<file path="src/rtl/divider_pkg.sv">
// -----------------------------------------------------------------------------
// divider_pkg
//   Shared definitions for the iterative restoring divider.
//   - DIV_WIDTH : default operand/result width
//   - state_t   : controller state encoding (IDLE, CALC, DONE)
// -----------------------------------------------------------------------------
package divider_pkg;

  localparam int DIV_WIDTH = 16;

  typedef enum logic [1:0] {
    IDLE = 2'd0,
    CALC = 2'd1,
    DONE = 2'd2
  } state_t;

endpackage : divider_pkg

</file>
<file path="src/rtl/divider_step.sv">
// -----------------------------------------------------------------------------
// div_step
//   One restoring-division iteration, purely combinational.
//   The concatenation {rem, quot} is shifted left by one bit. The divisor is
//   subtracted from the widened partial remainder when that remainder is
//   greater than or equal to the divisor, and the quotient LSB records the
//   outcome.
//
//   Ports
//     rem_i     [WIDTH-1:0]  partial remainder before this step
//     quot_i    [WIDTH-1:0]  dividend bits still to shift in, plus the
//                            quotient bits built so far
//     divisor_i [WIDTH-1:0]  captured divisor
//     rem_o     [WIDTH-1:0]  partial remainder after this step
//     quot_o    [WIDTH-1:0]  quotient register after this step
//
//   WIDTH must be at least 2.
// -----------------------------------------------------------------------------
module div_step #(
  parameter int WIDTH = 16
) (
  input  logic [WIDTH-1:0] rem_i,
  input  logic [WIDTH-1:0] quot_i,
  input  logic [WIDTH-1:0] divisor_i,
  output logic [WIDTH-1:0] rem_o,
  output logic [WIDTH-1:0] quot_o
);

  // The shifted partial remainder needs WIDTH+1 bits. The incoming rem_i is
  // always below the divisor, so the shifted value is below 2*divisor, and the
  // compare/subtract therefore cannot overflow.
  logic [WIDTH:0] shifted;
  logic [WIDTH:0] dvsr_ext;
  logic [WIDTH:0] diff;
  logic           ge;
  logic           unused_diff_msb;

  assign shifted  = {rem_i, quot_i[WIDTH-1]};
  assign dvsr_ext = {1'b0, divisor_i};
  assign ge       = (shifted >= dvsr_ext);
  assign diff     = shifted - dvsr_ext;

  // After a successful subtract, the difference is below the divisor, so its
  // MSB is always zero. Without a subtract, shifted[WIDTH] is zero for the
  // same reason. When the divisor is 0, no bit from the top can reach
  // position WIDTH within WIDTH steps.
  assign rem_o           = ge ? diff[WIDTH-1:0] : shifted[WIDTH-1:0];
  assign quot_o          = {quot_i[WIDTH-2:0], ge};
  assign unused_diff_msb = diff[WIDTH];

endmodule : div_step

</file>
<file path="src/rtl/divider.sv">
// -----------------------------------------------------------------------------
// divider
//   Multi-cycle unsigned restoring divider. Each clock in CALC performs one
//   quotient bit, MSB first.
//
//   Handshake: a start pulse is accepted only on a rising edge where the
//   controller is IDLE. The operands are captured on that edge. busy is high
//   for exactly WIDTH cycles while CALC runs. done is then high for a single
//   cycle, which is cycle WIDTH+1 counting the cycle after the accepting edge
//   as cycle 1. A start seen in CALC or DONE is dropped; it is not queued.
//   result/remainder/div_by_zero are registered. They change only on the edge
//   that enters DONE, and they hold until the next completion or until reset.
//
//   Ports
//     clk           rising-edge clock
//     rst           asynchronous, active-high reset
//     start         division request
//     dividend      numerator (captured on accept)
//     divisor       denominator (captured on accept)
//     busy          high in CALC
//     done          one-cycle completion pulse (DONE state)
//     result        quotient; all ones when the divisor was 0
//     remainder     remainder; equals the dividend when the divisor was 0
//     div_by_zero   the last completed division had divisor 0
//     dbg_state     current controller state, for observation
// -----------------------------------------------------------------------------
module divider
  import divider_pkg::*;
#(
  parameter int WIDTH = DIV_WIDTH
) (
  input  logic             clk,
  input  logic             rst,
  input  logic             start,
  input  logic [WIDTH-1:0] dividend,
  input  logic [WIDTH-1:0] divisor,
  output logic             busy,
  output logic             done,
  output logic [WIDTH-1:0] result,
  output logic [WIDTH-1:0] remainder,
  output logic             div_by_zero,
  output logic [1:0]       dbg_state
);

  localparam int            CW   = (WIDTH > 1) ? $clog2(WIDTH) : 1;
  localparam logic [CW-1:0] LAST = CW'(WIDTH - 1);

  state_t           state_q, state_d;
  logic [CW-1:0]    cnt_q, cnt_d;
  logic [WIDTH-1:0] rem_q, rem_d;
  logic [WIDTH-1:0] quot_q, quot_d;
  logic [WIDTH-1:0] dvsr_q, dvsr_d;
  logic [WIDTH-1:0] result_q, result_d;
  logic [WIDTH-1:0] remainder_q, remainder_d;
  logic             dbz_q, dbz_d;

  logic [WIDTH-1:0] step_rem;
  logic [WIDTH-1:0] step_quot;
  logic             accept;
  logic             last_step;

  div_step #(
    .WIDTH(WIDTH)
  ) u_step (
    .rem_i    (rem_q),
    .quot_i   (quot_q),
    .divisor_i(dvsr_q),
    .rem_o    (step_rem),
    .quot_o   (step_quot)
  );

  assign accept    = (state_q == IDLE) && start;
  // cnt_q numbers the step in progress. The step with cnt_q == WIDTH-1
  // produces the final quotient bit, so that step's edge also enters DONE.
  assign last_step = (state_q == CALC) && (cnt_q == LAST);

  // ---------------------------------------------------------------------------
  // FSM: state register
  // ---------------------------------------------------------------------------
  always_ff @(posedge clk or posedge rst) begin
    if (rst) begin
      state_q <= IDLE;
    end else begin
      state_q <= state_d;
    end
  end

  // ---------------------------------------------------------------------------
  // FSM: next-state logic
  // ---------------------------------------------------------------------------
  always_comb begin
    state_d = state_q;
    unique case (state_q)
      IDLE:    if (start) state_d = CALC;
      CALC:    if (cnt_q == LAST) state_d = DONE;
      DONE:    state_d = IDLE;
      default: state_d = IDLE;
    endcase
  end

  // ---------------------------------------------------------------------------
  // FSM: outputs
  // ---------------------------------------------------------------------------
  always_comb begin
    busy      = (state_q == CALC);
    done      = (state_q == DONE);
    dbg_state = state_q;
  end

  // ---------------------------------------------------------------------------
  // Datapath next-state
  // ---------------------------------------------------------------------------
  always_comb begin
    cnt_d       = cnt_q;
    rem_d       = rem_q;
    quot_d      = quot_q;
    dvsr_d      = dvsr_q;
    result_d    = result_q;
    remainder_d = remainder_q;
    dbz_d       = dbz_q;

    if (accept) begin
      // The quotient register starts out holding the dividend. Its bits shift
      // out of the top into the remainder as quotient bits shift in below.
      cnt_d  = '0;
      rem_d  = '0;
      quot_d = dividend;
      dvsr_d = divisor;
      dbz_d  = 1'b0;
    end else if (state_q == CALC) begin
      cnt_d  = cnt_q + CW'(1);
      rem_d  = step_rem;
      quot_d = step_quot;
      if (last_step) begin
        // With divisor 0, the remainder is never reduced, so every quotient
        // bit becomes 1 and the remainder ends up equal to the dividend.
        result_d    = step_quot;
        remainder_d = step_rem;
        dbz_d       = (dvsr_q == '0);
      end
    end
  end

  // ---------------------------------------------------------------------------
  // Datapath registers
  // ---------------------------------------------------------------------------
  always_ff @(posedge clk or posedge rst) begin
    if (rst) begin
      cnt_q       <= '0;
      rem_q       <= '0;
      quot_q      <= '0;
      dvsr_q      <= '0;
      result_q    <= '0;
      remainder_q <= '0;
      dbz_q       <= 1'b0;
    end else begin
      cnt_q       <= cnt_d;
      rem_q       <= rem_d;
      quot_q      <= quot_d;
      dvsr_q      <= dvsr_d;
      result_q    <= result_d;
      remainder_q <= remainder_d;
      dbz_q       <= dbz_d;
    end
  end

  assign result      = result_q;
  assign remainder   = remainder_q;
  assign div_by_zero = dbz_q;

endmodule : divider

</file>
<file path="config.mk">
export PLATFORM = sky130hd
export DESIGN_NAME = divider
export DESIGN_NICKNAME = d
export VERILOG_FILES = /design/src/rtl/divider_pkg.sv /design/src/rtl/divider_step.sv /design/src/rtl/divider.sv
export SDC_FILE = /design/constraint.sdc
export NUM_CORES = 1
export LEC_CHECK = 0
export CAP_MARGIN = 0
export CORE_UTILIZATION = 50
export CTS_BUF_LIST = sky130_fd_sc_hd__clkbuf_16
export CTS_CLUSTER_DIAMETER = 40
export DETAILED_ROUTE_END_ITERATION = 16
export PLACE_DENSITY = 0.75
export SLEW_MARGIN = 20
export SYNTH_ARGS = -nofsm -noshare
export SYNTH_HDL_FRONTEND = slang
export SYNTH_SLANG_ARGS = --single-unit
</file>
<file path="constraint.sdc">
create_clock -name clk -period 3.3 [get_ports clk]
set_input_delay 0.825 -clock clk [delete_from_list [all_inputs] [get_ports clk]]
set_output_delay 0.825 -clock clk [all_outputs]
set_load 0.01 [all_outputs]
</file>
==> results_dict.tcl, run 1 <==
set metrics [dict create \
    status "complete, no violations" \
    multi_input_area_um2 2040 \
    n_fill_cell 685 \
    cap_violations 0 \
    drive_above_1_share 0.0639 \
    cts_made_buffers 9 \
    dp.cells 652 \
    first_pass_iters 5 \
    die_h_um 96.1 \
    holdBufCountCts 0 \
    leakage_nw 2.48 \
    post_cts_buffers 0 \
    maxClockFrequency_mhz 380 \
    netlist_area_um2 4430 \
    cts_resized 0 \
    start_util 0.529 \
    fin_nets 611 \
    fin_cells 668 \
    swShare 0.431 \
    drc 0 \
    vdd_drop_max_uv 500 \
    seqPwrFrac 0.286 \
    cts_sinks 87 \
    period_share 0.798 \
    synth_top_area_share 0.491 \
    grt_start_max_net_pins 50 \
    worstPathArrival_ps 2890 \
    postSynthAreaPerCell_um2 9.01 \
    cp-start-kind "register" \
    cp.required_ps 3560 \
    io_pins 72 \
    whs_ps 477 \
    p_int_w 0.00391 \
    synth_top_flop_cell "dfrtp_1" \
    dpl.hpwl_um 7590 \
    cp_max_fo 12 \
    critPathCaptureType "register" \
    synth_edf_count 0 \
    via_per_inst 5.57 \
    clock_latency_ps 350 \
    grt-ovfl-total 0 \
    ys_seq_elements 87 \
    fin_setup_tns_ps 0 \
    crit_type "register to register" \
    synth_cells 492 \
    rsz0062_at_grt "no" \
    worstMarginPinSlew_ps 713 \
    hp-class "register to register" \
    ys_seq_area_frac 0.491 \
    seqCellArea_um2 2180 \
    synth_area_leader_cell "dfrtp_1" \
    cts_tree "done" \
    area_growth_pct 25.8 \
    rows 33 \
    antenna_cells 0 \
    clk_pin_slew_worst_paths_ps 70 \
    root_buffer "clkbuf_16" \
    clockBufferDepth 2 \
    powerDensity_nw_per_um2 1230 \
    final_common_cell "nand2_1" \
    drt-initial-drc-count 187 \
    die_w_um 96.1 \
    layout_common_cells "nand2_1, dfrtp_1, clkdlybuf4s50_1" \
    grt_pass1_wl_um 18400 \
    core_um2 8380 \
    routed_wl_um 10900 \
    async_flop_share 1.00 \
    fin_skew_ps 11.0 \
    grtUsageTotal 0.261 \
    min_period_ps 2630 \
    finalSetupViolCount 0 \
    yosys_warnings 0 \
    syn-num-nets 545 \
    ant_nets 0 \
    p_sw_w 0.00296 \
    wl_per_cell_um 16.3 \
    vias 3722 \
    grt_pass1_vias 3748 \
    gp_congestion 0.999 \
    antenna_found_initial 0 \
    htreeDepth 3 \
    netlist_top_cells_area "dfrtp_1, nand2_1, o21ai_0, ha_1, mux2i_1" \
    finalHoldViolCount 0 \
    drv_slew 0 \
    maxSlewHeadroom 0.524 \
    synthDistinctLibCells 40 \
    combPwrFrac 0.554 \
    io_buffers 71 \
    pwr-share-clk 0.160 \
    die_area_um2 9240 \
]
[cells in the mapped netlist (all sizes together), types with 3 or more instances]
master and number:
nand2 121, dfrtp 87, o21ai 78, inv 23, a21oi 22, clkbuf 20, ha 17, a22oi 16
mux2i 14, xnor2 11, nor2 10, nor2b 10, buf 8, nand2b 7, nand3 6, nor4 6
nand4 5, a211o 3, a31oi 3, mux2 3, nor3 3
[layout make-up]
cell class,instances,share of cell area
Clock buffer,9,0.0404
Clock inverter,7,0.0175
Inverter,23,0.0157
Multi-Input combinational cell,354,0.366
Sequential cell,87,0.391
Tap cell,105,0.0236
Timing Repair Buffer,83,0.146
[flip-flops by register name, summed over array words and instances (netlist names)]
register	flops
dvsr_q	16
div_by_zero	1
remainder	16
dbg_state	2
cnt_q	4
rem_q	16
quot_q	16
result	16
[worst max-delay path: stages (launching register included)]
cell,delay (ps)
dfrtp_1,400
ha_1,390
a21oi_2,250
o21ai_1,120
nor2b_1,140
a211o_1,310
a21oi_2,160
buf_4,250
mux2_2,370
o21ai_0,160
[through the flow]
stage	setup WS [ps]	total power, W	cell area, um2	utilization
after CTS	688	0.00687	5570	0.665
after global routing	470	0.00742	5570	0.665
after detailed placement	707	0.00571	5250	0.626
after global placement	829	0.00559	5250	0.626
final	667	0.00687	5570	0.665
after floorplan	225	0.00457	4430	-
[path summary, 6_finish.rpt]
kind                            from   endpoint  slack [ps]  cells past startpoint
setup / recovery            rem_q[5]   rem_q[0]         670                      9
max in group asynchronous        rst  dvsr_q[8]        1710                      3
setup reg to reg            rem_q[5]   rem_q[0]         670                      9
hold reg to reg            result[2]  result[2]         480                      2
hold / removal             result[2]  result[2]         480                      2
min in group asynchronous        rst  result[1]         890                      2
[metal layers]
metal	routed length [um]	global-route usage	up-vias
met4	261	0.109	0
met1	4720	0.337	1755
met3	685	0.0608	22
li1	-	-	1821
met2	5200	0.421	124
met5	0	0	-
[power by group through the flow]
stage / logic (W) / clock network, W / registers [W]
after floorplan: 0.00260 / 0 / 0.00197
after global placement: 0.00363 / 0 / 0.00196
final: 0.00381 / 0.00110 / 0.00197
after detailed placement: 0.00375 / 0 / 0.00196
after CTS: 0.00380 / 0.00111 / 0.00196
after global routing: 0.00424 / 0.00115 / 0.00203
[cell families (layout without fill, tap and decap cells)]
kind of cell | after synthesis | after routing | synth area share
buffers and inverters | 51 | 122 | 0.0497
XOR/XNOR | 13 | 13 | 0.0257
adder cells (fa/ha/maj) | 18 | 18 | 0.0525
multiplexers | 17 | 17 | 0.0393
AND/OR/NAND/NOR | 172 | 172 | 0.168
AO/OA/AOI/OAI | 134 | 134 | 0.174
flip-flops | 87 | 87 | 0.491
Power figures use the tool's default switching activity.
==> run 2: changes to the inputs <==
CORE_UTILIZATION = 48   (was 50)
PLACE_DENSITY = 0.76   (was 0.75)
clock period = 2.2 ns   (was 3.3 ns; I/O delays follow)
==> results_dict.tcl, run 2 (synthesized netlist as in run 1, its figures left out) <==
set metrics [dict create \
    die_h_um 98.1 \
    drv_slew 0 \
    antenna_cells 0 \
    critPathCaptureType "register" \
    die_area_um2 9620 \
    crit_family "compound AO/OA/AOI/OAI gates" \
    cp_slowest_stage_delay_ps 390 \
    clock_latency_ps 350 \
    r2r_start "rem_q[10]" \
    ant_nets 0 \
    io_pins 72 \
    routed_wl_um 12600 \
    startpoint "rem_q[10]" \
    wl_per_cell_um 17.3 \
    gp_congestion 0.941 \
    fin_nets 669 \
    critPathCapture "remainder[15]" \
    clk_pin_slew_worst_paths_ps 60 \
    cp_cell_sequence "ha_1 > buf_4 > o21ai_0 > a22oi_1 > a211o_1 > a31oi_2 > xnor2_1 > mux2i_4 > o21ai_1" \
    cp-start-kind "register" \
    power.total_w 0.0132 \
    worstPathArrival_ps 2720 \
    r2r-end "remainder[15]" \
    vdd_drop_max_uv 741 \
    maxSlewHeadroom 0.575 \
    die_w_um 98.1 \
    grt_start_max_net_pins 40 \
    drive_above_1_share 0.216 \
    vias 4101 \
    period_share 1.11 \
    leakage_nw 2.80 \
    final_common_cell "nand2_1" \
    worstMarginPinSlew_ps 636 \
    hp-class "register to register" \
    powerDensity_nw_per_um2 2070 \
    cts_tree "done" \
    min_period_ps 2450 \
    drc 2 \
    cts_made_buffers 9 \
    finalSetupViolCount 34 \
    finalHoldViolCount 0 \
    grt_pass1_vias 4235 \
    area_growth_pct 43.3 \
    n_fill_cell 657 \
    ff2ff_path_depth 9 \
    maxClockFrequency_mhz 409 \
    fin_skew_ps 7.70 \
    antenna_found_initial 0 \
    crit_cells 9 \
    utilization 0.717 \
    rows 34 \
    cp_max_fo 5 \
    cap_violations 0 \
    dpl.hpwl_um 8350 \
    via_per_inst 5.63 \
    status "finished with violations" \
    grt_pass1_wl_um 20500 \
    htreeDepth 3 \
    failed_checks "DRC, setup timing" \
    crit_type "register to register" \
    layout_common_cells "nand2_1, dfrtp_1, clkdlybuf4s50_1" \
    grtUsageTotal 0.271 \
    start_util 0.501 \
    fin_ws_ps -247 \
    cts_sinks 87 \
    clockBufferDepth 2 \
    io_buffers 71 \
    worst-r2r-setup-slack_ps -250 \
    crit_path_top_delay_cell "dfrtp_1" \
    root_buffer "clkbuf_16" \
    path_buf_inv 1 \
    cp.required_ps 2470 \
    drt-initial-drc-count 224 \
    first_pass_iters 11 \
    core_um2 8850 \
    grt-ovfl-total 0 \
    rsz0062_at_grt "yes" \
]
run 2: cell types whose count changed in the layout (fill, tap and decap cells not counted), sizes merged:
cell	delta
clkinvlp	+2
bufinv	+1
inv	-2
clkinv	-1
buf	+58
run 2: worst min-delay path by stage:
stage                from          to  slack [ps]  depth (start not counted)
2_1_floorplan    cnt_q[3]    cnt_q[3]         450                          1
3_3_place_gp   result[15]  result[15]         460                          2
3_5_place_dp    result[5]   result[5]         460                          2
4_1_cts         result[5]   result[5]         480                          2
5_1_grt        result[14]  result[14]         510                          2
6_report        result[4]   result[4]         470                          2
run 2: tightest hold or removal path: stages, from the launching register on:
cell and delay (ps):
dfrtp_1 340, nand2_1 50, nand2_1 50
run 2: repair_timing:
item,CTS,global route
pin swaps,10,9
endpoints found under the setup margin,34,35
hold buffers,0,0
gates resized for setup,37,26
setup buffers,1,5
run 2: routing by layer:
metal | global-route usage | up-vias | routed length (um)
met1 | 0.337 | 1999 | 5340
met4 | 0.101 | 0 | 233
met2 | 0.459 | 139 | 6250
li1 | - | 1936 | -
met5 | 0 | - | 0
met3 | 0.0616 | 27 | 803
run 2: area by class of cell:
cell class | count | area, um2 | area share
multi-input cells | 354 | 2320 | 0.365
repair buffers | 141 | 1310 | 0.206
flip-flops and latches | 87 | 2180 | 0.343
clock buffers | 9 | 225 | 0.0355
well taps | 108 | 135 | 0.0213
inverters | 23 | 90.1 | 0.0142
clock inverters | 7 | 95.1 | 0.0150
run 2: metrics by stage:
stage | area (um2) | std cells | hold slack, ps | worst slack [ps] | TNS [ps]
after global placement | 5720 | 707 | 457 | -80.1 | -1190
after global routing | 6350 | 729 | 511 | -297 | -7260
after detailed placement | 5720 | 707 | 461 | -179 | -3170
after CTS | 6190 | 724 | 478 | -74.4 | -764
after floorplan | 4470 | 492 | 450 | 6.75 | 0
final | 6350 | 729 | 472 | -247 | -3470
run 2: report_power, final:
group	leakage (nW)	internal (W)	switching (W)	total, W
Clock	0.156	0.000999	0.000661	0.00166
Sequential	1.05	0.00240	0.000584	0.00298
Combinational	1.59	0.00434	0.00417	0.00851
